<file path="config.mk">
export PLATFORM = sky130hd
export DESIGN_NAME = operand_sequencer
export DESIGN_NICKNAME = d
export VERILOG_FILES = /design/src/rtl/operand_sequencer.sv
export SDC_FILE = /design/constraint.sdc
export NUM_CORES = 1
export LEC_CHECK = 0
export ABC_AREA = 1
export CORE_AREA = 5 5 119 121
export DETAILED_ROUTE_END_ITERATION = 12
export DIE_AREA = 0 0 124 126
export PLACE_DENSITY = 0.84
export SYNTH_ARGS = -nofsm -noshare
export SYNTH_HDL_FRONTEND = slang
export SYNTH_SLANG_ARGS = --single-unit
</file>
<file path="constraint.sdc">
create_clock -name clk -period 1.5 [get_ports clk]
set_input_delay 0.3 -clock clk [delete_from_list [all_inputs] [get_ports clk]]
set_output_delay 0.3 -clock clk [all_outputs]
set_load 0.01 [all_outputs]
</file>
<file path="src/rtl/operand_sequencer.sv">
// rtl/operand_sequencer.sv - host-side initiator for a start/done compute engine
//
// Takes one operand set over a valid/ready input, presents it to the engine and
// holds start until done (or until the watchdog expires). The engine result, or
// an error marker on timeout, is then returned over a valid/ready result port.
//
// Ports:
//   clk, rst                 clock, synchronous active-high reset
//   in_valid/in_ready        operand set handshake, in_a..in_d operand payload
//   a, b, c, d               registered operands to the engine
//   start / done / out       engine request (level), completion (level), result
//   res_valid/res_ready      result handshake, res_data result, res_err timeout flag
//   job_cnt, err_cnt         wrapping counts of completed jobs and timeout aborts
module operand_sequencer #(
  parameter int W       = 16,
  parameter int RW      = 32,
  parameter int TIMEOUT = 64
) (
  input  logic          clk,
  input  logic          rst,
  input  logic          in_valid,
  output logic          in_ready,
  input  logic [W-1:0]  in_a,
  input  logic [W-1:0]  in_b,
  input  logic [W-1:0]  in_c,
  input  logic [W-1:0]  in_d,
  output logic [W-1:0]  a,
  output logic [W-1:0]  b,
  output logic [W-1:0]  c,
  output logic [W-1:0]  d,
  output logic          start,
  input  logic          done,
  input  logic [RW-1:0] out,
  output logic          res_valid,
  input  logic          res_ready,
  output logic [RW-1:0] res_data,
  output logic          res_err,
  output logic [15:0]   job_cnt,
  output logic [15:0]   err_cnt
);

  localparam int WDW = (TIMEOUT > 2) ? $clog2(TIMEOUT) : 1;
  localparam logic [WDW-1:0] WD_LAST = WDW'(TIMEOUT - 1);

  typedef enum logic [1:0] {
    IDLE  = 2'd0,
    BUSY  = 2'd1,
    RESP  = 2'd2,
    DRAIN = 2'd3
  } state_t;

  state_t         state;
  state_t         state_nxt;
  logic [WDW-1:0] wd;
  logic           accept;
  logic           finish_ok;
  logic           finish_to;
  logic           handshake;

  // Handshake outputs decode straight from the state register.
  assign in_ready  = (state == IDLE);
  assign start     = (state == BUSY);
  assign res_valid = (state == RESP);

  always_ff @(posedge clk) begin
    if (rst) begin
      state <= IDLE;
    end else begin
      state <= state_nxt;
    end
  end

  always_comb begin
    state_nxt = state;
    accept    = 1'b0;
    finish_ok = 1'b0;
    finish_to = 1'b0;
    handshake = 1'b0;
    case (state)
      IDLE: begin
        if (in_valid) begin
          accept    = 1'b1;
          state_nxt = BUSY;
        end
      end
      BUSY: begin
        // done is checked first so a completion on the last watchdog cycle is not an error
        if (done) begin
          finish_ok = 1'b1;
          state_nxt = RESP;
        end else if (wd == WD_LAST) begin
          finish_to = 1'b1;
          state_nxt = RESP;
        end
      end
      RESP: begin
        if (res_ready) begin
          handshake = 1'b1;
          // a done still high here belongs to the finished job; wait it out
          state_nxt = done ? DRAIN : IDLE;
        end
      end
      DRAIN: begin
        if (!done) begin
          state_nxt = IDLE;
        end
      end
      default: state_nxt = IDLE;
    endcase
  end

  always_ff @(posedge clk) begin
    if (rst) begin
      wd       <= '0;
      a        <= '0;
      b        <= '0;
      c        <= '0;
      d        <= '0;
      res_data <= '0;
      res_err  <= 1'b0;
      job_cnt  <= '0;
      err_cnt  <= '0;
    end else begin
      if (accept) begin
        a  <= in_a;
        b  <= in_b;
        c  <= in_c;
        d  <= in_d;
        wd <= '0;
      end else if (state == BUSY) begin
        wd <= wd + 1'b1;
      end

      if (finish_ok) begin
        res_data <= out;
        res_err  <= 1'b0;
      end else if (finish_to) begin
        res_data <= '0;
        res_err  <= 1'b1;
      end

      if (handshake) begin
        job_cnt <= job_cnt + 16'd1;
        if (res_err) begin
          err_cnt <= err_cnt + 16'd1;
        end
      end
    end
  end

endmodule

</file>
==> key figures, run 1 <==
Synth
  • Sequential area share after synthesis: 50.0%
  • Number of flops mapped to enable cells by yosys: 0
  • Main combinational cell family by area after synthesis: simple AND/OR/NAND/NOR gates
  • Flip-flop and latch count after synthesis: approximately 140
  • Mux share of post-synthesis cell area: 0%
  • Synthesized instance count: 745
  • Biggest area consumer among synthesized cells: sky130_fd_sc_hd__dfxtp_1
  • Fraction of registers with async set or reset after synthesis: 0%
  • Post-synthesis simple-gate area fraction: a little under 30%
  • Count of unique library cells instantiated by Yosys: 30
  • Most common flop cell mapped by yosys: sky130_fd_sc_hd__dfxtp_1
  • Top cells by area in the synthesized netlist: sky130_fd_sc_hd__dfxtp_1 (50%), sky130_fd_sc_hd__nor2_1 (13%), sky130_fd_sc_hd__nand2_1 (7.9%)
  • Synth Area in Compound Gates: 12.1%
  • Net count after synthesis: between 800 and 900
  • Share of synthesized cell area in full adder, half adder and majority cells: less than 1%
  • Xor and xnor fraction of the mapped netlist area: 0.799%
  • Synthesis Warnings: 0
  • Average instance area after synthesis: approximately 7.4 um2
  • Syn Std Cell Area: ~5500 um2
  • Share of Yosys cell area claimed by the top area cell type: about half

Power
  • Peak supply drop: about 0.001 V
  • Power, Total: approximately 12 mW
  • Power density over cell area: around 1400 nW/um2
  • Static Leakage: 3.84 nW

Hold path
  • Hold Crit Start: rst
  • Path type of the worst min-delay path: input port to flop

Critical path
  • Max Fanout on Critical Path: 4
  • Type of the worst setup path: flop to output port
  • Kind of launch point of the worst setup path: flop
  • Worst Setup End Kind: output port
  • Data arrival time of the worst path: roughly 1100 ps
  • Worst setup path startpoint: err_cnt[1]
  • CP Data Required Time: 1200 ps
  • Start of the worst register-to-register path: state[0]

Routing
  • Via/cell ratio: 4.82
  • Residual DRC count: 0
  • Iter 0 DRT Violations: 261
  • Number of iterations in the first detailed-routing pass: 5
  • Routed length per placed instance: roughly 14 um
  • Total routed wirelength: between 15 and 20 mm
  • Antenna Violating Nets Remaining: 0
  • Total number of vias: between 5k and 6k

STA
  • Final period utilization: between 90% and 100%
  • Transition time at the pin with the least slew margin: about 350 ps
  • Max frequency: about 0.69 GHz
  • Clock Skew: between 6 and 7 ps
  • Tmin final: approximately 1400 ps
  • Worst hold margin: 348 ps
  • Slack of the critical path: 58.1 ps
  • Final max-slew violation count: 0
  • Unrepaired setup endpoints after global routing: false
  • Setup violators final: 0
  • Fin. Hold Viols: 0
  • Final total negative setup slack: 0 ps
  • Relative slew slack: ~77%

CTS
  • CTS clk-pin slew, worst paths: about 50 ps
  • CTS H-tree depth: 4
  • TritonCTS clock tree: built
  • Maximum number of buffers from clock root to sink: 2
  • Post-CTS setup buffer count: 0
  • CTS Sinks: about 140
  • CTS Root Buffer Type: sky130_fd_sc_hd__clkbuf_16
  • Insertion delay of the later-clocked pin in the worst-skew pair: 400 ps
  • CTS Buf Count: 17
  • Hold_buf cts: 0

Global route
  • Number of antenna violations at the first check in global routing: 0
  • Largest net degree at the start of global routing: 65
  • GRT busiest layer: met2
  • All-Layer GR Usage: approximately a fifth
  • Total congestion overflow after global routing: 0
  • M1 GR Usage: 25.7%
  • First-pass GRT wire length: around 27 mm
  • Met2 Use GR: a little over a third
  • Number of global-route vias before repair: 5386
  • Routing usage on met3: about 5.2%

Place
  • Total instance count after detailed placement: around 1.1k
  • # port buffers: approximately 230
  • Setup Slack @ Placement: -264 ps
  • Post-DP HPWL: roughly 12 mm
  • Routability Congestion: 0.858

Cells and area
  • Fraction of final layout cells with drive strength greater than 1: about 8.8%
  • Most common library cell in the layout ignoring fill and taps: sky130_fd_sc_hd__nor2_1
  • Most frequent cells in the layout: sky130_fd_sc_hd__nor2_1 (188), sky130_fd_sc_hd__dfxtp_1 (132), sky130_fd_sc_hd__dlygate4sd2_1 (128)
  • Nets@finish: ~1.1k
  • Ant. Diodes: 0
  • Fillcell total: approximately 1.1k
  • Synthesis-to-finish area growth: 55.0%
  • Number of standard cells in the final layout excluding fillers: ~1.2k

Floorplan
  • Die area: 15600 um2
  • DIE HEIGHT: approximately 130 um
  • Starting utilization of the core area: 42.2%
  • IO Count: 233
  • Core Rows: 42
  • Std-Cell Core Area: about 13000 um2
  • Die width: ~120 um

Run status
  • Result of the run: complete, no violations

Job
  • Max-capacitance violation count: 0
==> report_power, final <==
group | internal (mW) | switching, mW | leakage (nW)
sequential | 4.29 | 0.319 | 1.12
combinational | 1.63 | 2.00 | 2.47
clock | 2.20 | 1.42 | 0.253
total | 8.12 | 3.75 | 3.84
==> worst max-delay path: stages (launching register included) <==
cell                            delay [ps]
sky130_fd_sc_hd__dfxtp_1               310
sky130_fd_sc_hd__buf_4                 140
sky130_fd_sc_hd__dlygate4sd2_1         280
==> Yosys cell counts, types with 2 or more instances <==
cell type / n
sky130_fd_sc_hd__a21oi_1: 51
sky130_fd_sc_hd__a31oi_1: 2
sky130_fd_sc_hd__buf_2: 11
sky130_fd_sc_hd__buf_4: 11
sky130_fd_sc_hd__clkbuf_1: 15
sky130_fd_sc_hd__dfxtp_1: 137
sky130_fd_sc_hd__ha_1: 3
sky130_fd_sc_hd__inv_1: 40
sky130_fd_sc_hd__inv_2: 8
sky130_fd_sc_hd__nand2_1: 115
sky130_fd_sc_hd__nand3_1: 50
sky130_fd_sc_hd__nand4_1: 9
sky130_fd_sc_hd__nor2_1: 190
sky130_fd_sc_hd__nor2_2: 4
sky130_fd_sc_hd__nor3_1: 7
sky130_fd_sc_hd__nor3b_1: 2
sky130_fd_sc_hd__o21ai_0: 58
sky130_fd_sc_hd__o21ai_1: 17
sky130_fd_sc_hd__xor2_1: 4
==> per-stage QoR <==
stage	area, um2	util (%)
global route	8500	65.5
floorplan	5480	-
CTS	8490	65.4
global placement	8140	62.7
finish	8500	65.5
detailed placement	8140	62.7
==> kinds of logic (layout without fill, tap and decap cells) <==
logic type                 count (synthesis)  count (layout)
adders and majority gates                  3               3
and+or+nand+nor                          384             384
xor gates and xnor gates                   5               5
DFF                                      137             137
AOI/OAI and AO/OA                        130             130
buffers and inverters                     86             340
==> layer usage <==
layer | part of all wire [%] | routed length (um)
met5 | 0 | 0
met4 | 2.9 | 488
met3 | 5.1 | 844
met2 | 51 | 8500
met1 | 41 | 6860
==> flip-flops by register name (all words and copies together) (netlist names) <==
signal and flops:
a 16, res_err 1, err_cnt 16, b 16, job_cnt 16, res_data 32
wd 6, c 16, state 2, d 16
==> path summary, 6_finish.rpt <==
path	to	cells after the start	slack [ps]
max	err_cnt[1]	2	60
min	err_cnt[6]	3	350
max reg2reg	err_cnt[4]	7	150
min reg2reg	res_data[16]	2	470
==> final cells by class <==
cell class	instances	area, um2	area share, %
flip-flops and latches	137	2750	32.4
clock inverters	4	20.0	0.236
repair buffers	263	2470	29.1
multi-input cells	522	2370	27.9
inverters	48	180	2.12
clock buffers	25	485	5.71
well taps	176	220	2.59
==> what timing repair did <==
action,CTS,global route
resized for setup,142,8
setup endpoints to repair,132,12
cloned,0,0
Note: power is estimated with default switching activity, not from simulation.
==> run 2, diff against run 1 <==
--- a/config.mk
+++ b/config.mk
@@ -6,9 +6,10 @@
 export NUM_CORES = 1
 export LEC_CHECK = 0
 export ABC_AREA = 1
-export CORE_AREA = 5 5 119 121
+export CORE_AREA = 2 2 116 118
+export CTS_CLUSTER_SIZE = 25
 export DETAILED_ROUTE_END_ITERATION = 12
-export DIE_AREA = 0 0 124 126
+export DIE_AREA = 0 0 118 120
 export PLACE_DENSITY = 0.84
 export SYNTH_ARGS = -nofsm -noshare
 export SYNTH_HDL_FRONTEND = slang
==> key figures, run 2 (synthesis results as in run 1) <==
Critical path
  • Worst Setup End Kind: output port
  • Biggest cell delay along the critical path: 330 ps
  • Buffering stage count on the worst path with inverters included: 2
  • Critical path's top delay family: buffers and inverters
  • Type of the worst setup path: flop to output port
  • Critical-path top delay cell: sky130_fd_sc_hd__dfxtp_2
  • Critical-path cell list: buf_4 > dlygate4sd2_1
  • CP Data Required Time: approximately 1200 ps
  • Data arrival time of the worst path: 1150 ps
  • Max Fanout on Critical Path: 3
  • Kind of launch point of the worst setup path: flop

CTS
  • CTS Sinks: 137
  • Hold_buf cts: 0
  • CTS Root Buffer Type: sky130_fd_sc_hd__clkbuf_16
  • CTS Buf Count: 17
  • Maximum number of buffers from clock root to sink: 2
  • CTS H-tree depth: 4
  • TritonCTS clock tree: built
  • CTS clk-pin slew, worst paths: 60 ps
  • Insertion delay of the later-clocked pin in the worst-skew pair: about 420 ps

Job
  • Max-capacitance violation count: 0

Floorplan
  • Starting utilization of the core area: a little over two fifths
  • Die area: 14200 um2
  • Die width: 118 um
  • DIE HEIGHT: between 100 and 150 um
  • IO Count: roughly 230
  • Std-Cell Core Area: ~13000 um2
  • Core Rows: between 40 and 50

STA
  • Clock Skew: between 7 and 8 ps
  • Unrepaired setup endpoints after global routing: false
  • Tmin final: 1450 ps
  • Setup violators final: 0
  • Fin. Hold Viols: 0
  • Final period utilization: 96.9%
  • Transition time at the pin with the least slew margin: 304 ps
  • Relative slew slack: about four fifths
  • Final max-slew violation count: 0
  • Max frequency: ~0.7 GHz
  • Slack of the critical path: 47.1 ps

Power
  • Power, Total: about 13 mW
  • Static Leakage: just under 4 nW
  • Power density over cell area: between 1000 and 1500 nW/um2
  • Peak supply drop: between 0.0008 and 0.0009 V

Routing
  • Number of iterations in the first detailed-routing pass: 4
  • Routed length per placed instance: approximately 14 um
  • Iter 0 DRT Violations: between 300 and 400
  • Residual DRC count: 0
  • Via/cell ratio: slightly below 5
  • Total number of vias: slightly below 6k
  • Total routed wirelength: 16.6 mm
  • Antenna Violating Nets Remaining: 0

Cells and area
  • Top register by number of flip-flops: res_data
  • Fraction of final layout cells with drive strength greater than 1: approximately a tenth
  • Most frequent cells in the layout: sky130_fd_sc_hd__nor2_1 (187), sky130_fd_sc_hd__dfxtp_1 (129), sky130_fd_sc_hd__dlygate4sd2_1 (128)
  • Synthesis-to-finish area growth: 58.1%
  • Flip-flop count of the largest register, all copies and words added: 32
  • Nets@finish: between 1k and 1.5k
  • Most common library cell in the layout ignoring fill and taps: sky130_fd_sc_hd__nor2_1
  • Post-route cell area: slightly below 9000 um2
  • Fillcell total: roughly 1.1k

Place
  • Setup Slack @ Placement: -263 ps
  • Routability Congestion: 0.857
  • Cell Area, Placed: 8160 um2
  • # port buffers: around 230
  • Post-DP HPWL: roughly 12 mm

Global route
  • All-Layer GR Usage: 23.9%
  • Number of global-route vias before repair: 5390
  • Number of antenna violations at the first check in global routing: 1
  • First-pass GRT wire length: approximately 27 mm
  • Largest net degree at the start of global routing: between 60 and 70
  • Total congestion overflow after global routing: 0

Hold path
  • Path type of the worst min-delay path: input port to flop

Run status
  • Result of the run: complete, no violations
run 2: worst min-delay path: stages:
cell	delay, ps
sky130_fd_sc_hd__buf_2	120
sky130_fd_sc_hd__buf_12	170
sky130_fd_sc_hd__nor2_1	110
run 2: layout make-up:
cell class | count | area (um2) | share of cell area (%)
Clock buffer | 24 | 492 | 5.67
Sequential cell | 137 | 2760 | 31.8
Multi-Input combinational cell | 522 | 2380 | 27.5
Antenna cell | 1 | 2.50 | 0.0289
Clock inverter | 8 | 140 | 1.62
Tap cell | 176 | 220 | 2.54
Timing Repair Buffer | 266 | 2490 | 28.7
Inverter | 48 | 183 | 2.11
run 2: metrics by stage:
step / util, % / instances / setup TNS (ps) / hold slack, ps
2_1_floorplan: - / 745 / 0 / 447
3_3_place_gp: 62.8 / 1149 / -7780 / 462
3_5_place_dp: 62.8 / 1149 / -9020 / 468
4_1_cts: 66.6 / 1181 / 0 / 335
5_1_grt: 66.7 / 1181 / 0 / 349
6_report: 66.8 / 1182 / 0 / 328
run 2: path summary, 6_finish.rpt:
path             endpoint  slack [ps]        from  cells past startpoint
max            err_cnt[0]          50  err_cnt[0]                      2
min            err_cnt[6]         330         rst                      3
max reg2reg  res_data[16]         110    state[0]                      7
min reg2reg         d[12]         470       d[12]                      2
run 2: timing repair:
| item | CTS | global route |
|---|---|---|
| setup buffers | 0 | 0 |
| endpoints found under the setup margin | 133 | 11 |
| gates resized for setup | 149 | 10 |
run 2: per-layer routing:
layer  part of all wire [%]  vias to the layer above  GRT usage [%]  wire [um]
li1                       -                     2900              -          -
met1                     42                     2648           28.1       6960
met2                     50                      196           40.5       8310
met3                    5.0                       40           5.94        829
met4                    3.3                        0           12.1        550
met5                      0                        -              0          0
run 2: power breakdown:
group | switching, mW | total (mW) | internal [mW]
Clock | 1.50 | 4.45 | 2.95
Combinational | 1.99 | 3.61 | 1.63
Sequential | 0.331 | 4.62 | 4.29
